==> config.mk <==
export PLATFORM = sky130hd
export DESIGN_NAME = d_ff_pipe
export DESIGN_NICKNAME = d
export VERILOG_FILES = /design/src/rtl/d_ff_pipe_pkg.sv /design/src/rtl/d_ff_pipe_stage.sv /design/src/rtl/d_ff_pipe.sv
export SDC_FILE = /design/constraint.sdc
export NUM_CORES = 1
export LEC_CHECK = 0
export CORE_MARGIN = 3
export CORE_UTILIZATION = 58
export CTS_CLUSTER_DIAMETER = 80
export DETAILED_ROUTE_END_ITERATION = 6
export PLACE_DENSITY = 0.85
export SYNTH_ARGS = -nofsm -noshare
export SYNTH_HDL_FRONTEND = slang
export SYNTH_SLANG_ARGS = --single-unit
export TNS_END_PERCENT = 100
==> constraint.sdc <==
create_clock -name clk -period 2.2 [get_ports clk]
set_clock_uncertainty 0.15 [all_clocks]
set_input_delay 0.55 -clock clk [delete_from_list [all_inputs] [get_ports clk]]
set_output_delay 0.55 -clock clk [all_outputs]
set_load 0.02 [all_outputs]
==> src/rtl/d_ff_pipe_pkg.sv <==
// Shared constants, occupancy-width helper for the d_ff_pipe elastic register pipeline.
package d_ff_pkg;

    localparam int unsigned D_FF_RST_VAL = 0;

    // Bits needed to count 0..depth stages inclusive
    function automatic int unsigned clog2_depth(input int unsigned depth);
        return (depth < 1) ? 1 : $clog2(depth + 1);
    endfunction

endpackage

==> src/rtl/d_ff_pipe_stage.sv <==
// One elastic pipeline stage: WIDTH-bit register plus valid, pass-through ready.
module d_ff_stage
    import d_ff_pkg::*;
#(
    parameter int unsigned       WIDTH   = 8,
    parameter logic [WIDTH-1:0]  RST_VAL = WIDTH'(D_FF_RST_VAL)
) (
    input  logic             clk,
    input  logic             rst,
    input  logic             flush,
    input  logic             up_valid,
    input  logic [WIDTH-1:0] up_data,
    input  logic             dn_ready,
    output logic             up_ready,
    output logic             vld,
    output logic [WIDTH-1:0] data
);

    typedef struct packed {
        logic             vld;
        logic [WIDTH-1:0] data;
    } d_ff_stage_t;

    d_ff_stage_t st;

    // An empty stage always accepts, which is what collapses bubbles
    assign up_ready = !st.vld || dn_ready;
    assign vld      = st.vld;
    assign data     = st.data;

    always_ff @(posedge clk or negedge rst) begin
        if (!rst) begin
            st.vld  <= 1'b0;
            st.data <= RST_VAL;
        end else if (flush) begin
            st.vld  <= 1'b0;
            st.data <= RST_VAL;
        end else if (up_ready) begin
            st.vld <= up_valid;
            if (up_valid)
                st.data <= up_data;
        end
    end

endmodule

==> src/rtl/d_ff_pipe.sv <==
// Elastic DEPTH-stage register pipeline with valid/ready on both ends.
// Define D_FF_PIPE_OCC_EN to add the registered occupancy output occ.
module d_ff_pipe
    import d_ff_pkg::*;
#(
    parameter int unsigned       WIDTH   = 8,
    parameter int unsigned       DEPTH   = 4,
    parameter logic [WIDTH-1:0]  RST_VAL = WIDTH'(D_FF_RST_VAL)
) (
    input  logic             clk,
    input  logic             rst,
    input  logic             flush,
    input  logic [WIDTH-1:0] d_in,
    input  logic             d_valid,
    output logic             d_ready,
    output logic [WIDTH-1:0] q_out,
    output logic             q_valid,
    input  logic             q_ready
`ifdef D_FF_PIPE_OCC_EN
    ,
    output logic [clog2_depth(DEPTH)-1:0] occ
`endif
);

    logic [DEPTH:0]   rdy;
    logic [DEPTH-1:0] vld;
    logic [WIDTH-1:0] data [DEPTH];

    assign rdy[DEPTH] = q_ready;

    for (genvar i = 0; i < DEPTH; i++) begin : g_stage
        logic             up_v;
        logic [WIDTH-1:0] up_d;

        if (i == 0) begin : g_head
            assign up_v = d_valid;
            assign up_d = d_in;
        end else begin : g_link
            assign up_v = vld[i-1];
            assign up_d = data[i-1];
        end

        d_ff_stage #(
            .WIDTH   (WIDTH),
            .RST_VAL (RST_VAL)
        ) u_stage (
            .clk      (clk),
            .rst      (rst),
            .flush    (flush),
            .up_valid (up_v),
            .up_data  (up_d),
            .dn_ready (rdy[i+1]),
            .up_ready (rdy[i]),
            .vld      (vld[i]),
            .data     (data[i])
        );
    end

    assign d_ready = rdy[0] && !flush;
    assign q_out   = data[DEPTH-1];
    assign q_valid = vld[DEPTH-1];

`ifdef D_FF_PIPE_OCC_EN
    localparam int unsigned OCC_W = clog2_depth(DEPTH);

    logic in_xfer;
    logic out_xfer;

    assign in_xfer  = d_valid && d_ready;
    assign out_xfer = q_valid && q_ready;

    always_ff @(posedge clk or negedge rst) begin
        if (!rst)
            occ <= '0;
        else if (flush)
            occ <= '0;
        else
            occ <= occ + OCC_W'(in_xfer) - OCC_W'(out_xfer);
    end

    always @(posedge clk) begin
        if (rst) begin
            assert (32'(occ) == 32'($countones(vld)));
            assert (32'(occ) <= DEPTH);
        end
    end
`endif

endmodule
==> reports/results.txt <==
The synthesized netlist devotes 13.37% of its cell area to compound gates. The worst slew margin relative to its limit is 60.01%. STA classifies the critical path startpoint as a flip-flop. Of the available clock period, the critical path in the final layout requires 94.38%.

The synthesis-stage register bit count is 36, and the synthesized net count is 188. In the final layout, the share of cells above drive strength 1 is 11.11%. The floorplan has 19 rows.

The tools report the count of final max-slew check failures as 0. Entering global routing, the biggest net connects 49 pins. The tools report the total power as 1.307 mW.

After detailed routing, the number of remaining DRC violations is 0. The mapped netlist covers 1722 sq um. Once the floorplan was initialized, standard cells occupied 61.90% of the core. The layout overhead on the synthesized area came out at 19.77%. For the total clock buffers created by CTS, the log shows 5.

The number of cells in the design after placement is 221, and the simple-gate share of the synthesized area is 19.55%. The logs give 22.31% for the overall routing resource usage and 0 for the number of antenna violations at the first check in global routing. The y dimension of the die is 60.48 microns. The clock net in this run drives a total of 36 sinks. Remaining number of nets flagged by the antenna check after routing: 0. The share of synthesized area spent on multiplexers was 9.302%. The filler cell count in the final layout was 228. For this design the ratio of total power to cell area is 634.0 nW/um^2. The routed layout has 1,397 vias. The number of unique standard cell types used by synthesis was 24.

The worst path required time is 1.50 ns, and the clock insertion delay at the later pin of the skew report is 0.35 ns. The mean cell area of the mapped netlist works out to 9.838 sq um. Registers take 900.9 sq um. Based on the critical path, the design can be clocked at up to 481.6 MHz. The tools report the number of antenna cells inserted as 0. Detailed-routing iteration count for the pre-antenna-repair pass: 4. The signal on the critical path passes through clkdlybuf4s50_1. During synthesis, Yosys emitted a total of 0 warnings. Excluding fillers, the count of instances in the completed layout stands at 229. The count of buffers inserted at the top-level ports works out to 22. The fraction of the yosys area taken by sequential cells was 52.33%. The tools report the count of H-tree levels built during CTS as 2. In this design, the stage delay of the slowest critical-path cell is 0.63 ns. The run gives 0 as the number of hold-slack violations in the final timing report.

Setup repair after global routing left no endpoint under its margin. Synthesis produced a netlist whose cell count is 175. For met1 alone, demand over resource in global routing was 23.84%.

Clock-pin slew was measured on the worst setup and hold paths at 0.12 ns. The run gives 210 as the final net count. The tree is rooted in a clkbuf_4. Hold timing on the final database bottoms out at a slack of 0.3912 ns. The top-level port count was 23; the leakage dissipation was 0.8900 nW. In this run the worst path has a maximum fanout of 4. Among cell families on the critical path, the largest total delay comes from buffers and inverters. The wire length of the first global-routing pass came out at 5954 microns. The largest individual stage delay along the critical path comes from the cell clkdlybuf4s50_1. For met2 alone, demand over resource in global routing was 39.35%.

The tools report the setup fix buffers added after clock tree synthesis as 0. In the routed layout, each cell is associated on average with a via count of 6.100. The critical path buffer and inverter count came out at 1. The worst hold path belongs to the class reg -> reg. After floorplanning, the core was sized to cover 2781 sq um. The run gives 2 as the maximum buffer depth of the clock tree.

STA classifies the critical path endpoint as an output pin. In this run, the number of DRC markers left after iteration 0 of detailed routing was 80. The adder-cell share of the synthesized area is 0%. The met3 usage in global routing was 4.043%. For the pin with the worst max-slew slack, the measured transition is 0.5985 ns. TritonCTS built the clock tree.

Routability-driven placement finished with a final weighted congestion of 0.7461. The tools report the total overflow reported by the global router as 0. The placed wire-length estimate after detailed placement is 2427 microns. The critical path is of the reg -> out type. The run gives 0 as the count of max-cap constraint violations. The clock period minus final worst setup slack works out to 2.076 ns.

After synthesis, the largest family of logic cells by area is simple AND/OR/NAND/NOR gates. The tools report the detailed-route wire length as 3424 microns. The detail-routed net length per standard cell came out at 14.95 microns.

The floorplan step set the die width to 60.48 microns. Most used routing layer in global routing: met2. For the number of global-route vias before repair, the log shows 1,413.

The flow ran to the end, and the final reports show no timing, DRC or antenna violations. The logs give 1.38 ns for the arrival time reported for the critical path endpoint and 973.8 uV for the worst vdd rail ir drop. The die covers 3658 sq um.

Final number of setup-violating endpoints: 0. The parity-gate share of the synthesized area counting xor and xnor cells is 0%, and the area taken by multi-input logic gates is 730.7 sq um.
[repair_timing]
item | 4_1_cts | 5_1_grt
resized for setup | 7 | 0
endpoints found under the setup margin | 1 | 0
hold buffers | 0 | 0
endpoints found under the hold margin | 0 | 0
[where the power goes]
part,leakage (nW),internal (mW),switching [mW],total [mW]
Sequential,0.490,0.684,0.0134,0.697
Combinational,0.359,0.0621,0.0758,0.138
Clock,0.0412,0.237,0.236,0.472
[per-layer routing]
| metal | share of wire, % | up-vias |
|---|---|---|
| met1 | 40 | 680 |
| met4 | 1.3 | 0 |
| met2 | 52 | 40 |
| met3 | 6.1 | 4 |
| met5 | 0 | - |
| li1 | - | 673 |
[sequential cells by signal (all words and copies together), names as in the netlist]
register,count
g_stage.u_stage.data,32
g_stage.u_stage.vld,4
[placed cells by master (no fill, tap or decap), drive strengths merged, types with 2 or more instances in the layout]
master,netlist,routed
o21ai,9,9
nand4,8,8
mux2i,16,16
nand2,24,24
clkbuf,6,5
a21oi,12,12
nor2,4,4
buf,11,11
nand2b,2,2
nor3b,8,8
nand3,16,16
clkinv,1,2
o211ai,8,8
nor2b,3,3
dfrtp,36,36
a31oi,8,8
clkdlybuf4s50,0,20
[cell families (layout without fill, tap and decap cells)]
logic type,Yosys count,count (layout)
compound gates,38,38
buf+inv,19,42
flops,36,36
mux,16,16
simple gates,66,66
[layout make-up]
cell class / instances / share of cell area [%]
sequential: 36 / 43.69
multi-input combinational: 120 / 35.44
timing repair buffer: 32 / 14.75
clock inverter: 3 / 2.063
tap: 31 / 1.881
clock buffer: 5 / 1.820
inverter: 2 / 0.3641
[through the flow]
stage | TNS, ns | cell area, sq um | utilization, % | worst slack, ns
2_1_floorplan | 0 | 1722 | - | 0.1039
3_3_place_gp | -0.9511 | 1982 | 71.26 | -0.5677
3_5_place_dp | -1.240 | 1982 | 71.26 | -0.5717
4_1_cts | 0 | 2062 | 74.13 | 0.1085
5_1_grt | 0 | 2062 | 74.13 | 0.09091
6_report | 0 | 2062 | 74.13 | 0.1236
[synthesized netlist by cell type]
master / n / area share, %
a31oi_1: 8 / 2.9
nor2b_1: 3 / 1.1
and4b_1: 1 / 0.58
buf_2: 8 / 2.3
nor2_1: 4 / 0.87
nor3b_1: 8 / 3.5
clkbuf_1: 5 / 1.1
o211ai_1: 8 / 3.5
mux2i_1: 16 / 9.3
buf_6: 1 / 0.65
dfrtp_1: 36 / 52
a21boi_2: 1 / 0.65
buf_4: 1 / 0.44
nand2_1: 24 / 5.2
nand2b_1: 2 / 0.73
a21oi_1: 12 / 3.5
clkbuf_2: 1 / 0.29
o21ai_0: 8 / 2.3
nand3_1: 16 / 4.7
clkinv_1: 1 / 0.22
nand4_1: 8 / 2.9
buf_1: 1 / 0.22
o21ai_2: 1 / 0.51
inv_1: 1 / 0.22
[final timing paths]
path	startpoint	to	slack (ns)	cells after the start
max in group asynchronous	rst	g_stage[2].u_stage.data[0]$_DFFE_PN0P_	1.14	2
min in group asynchronous	rst	g_stage[3].u_stage.data[2]$_DFFE_PN0P_	0.44	2
min reg2reg	g_stage[2].u_stage.data[2]$_DFFE_PN0P_	g_stage[2].u_stage.data[2]$_DFFE_PN0P_	0.39	2
min	g_stage[2].u_stage.data[2]$_DFFE_PN0P_	g_stage[2].u_stage.data[2]$_DFFE_PN0P_	0.39	2
max	g_stage[3].u_stage.vld$_DFFE_PN0P_	q_valid	0.12	1
max reg2reg	g_stage[3].u_stage.vld$_DFFE_PN0P_	g_stage[1].u_stage.data[3]$_DFFE_PN0P_	0.50	4
(Power assumes the default switching activity.)
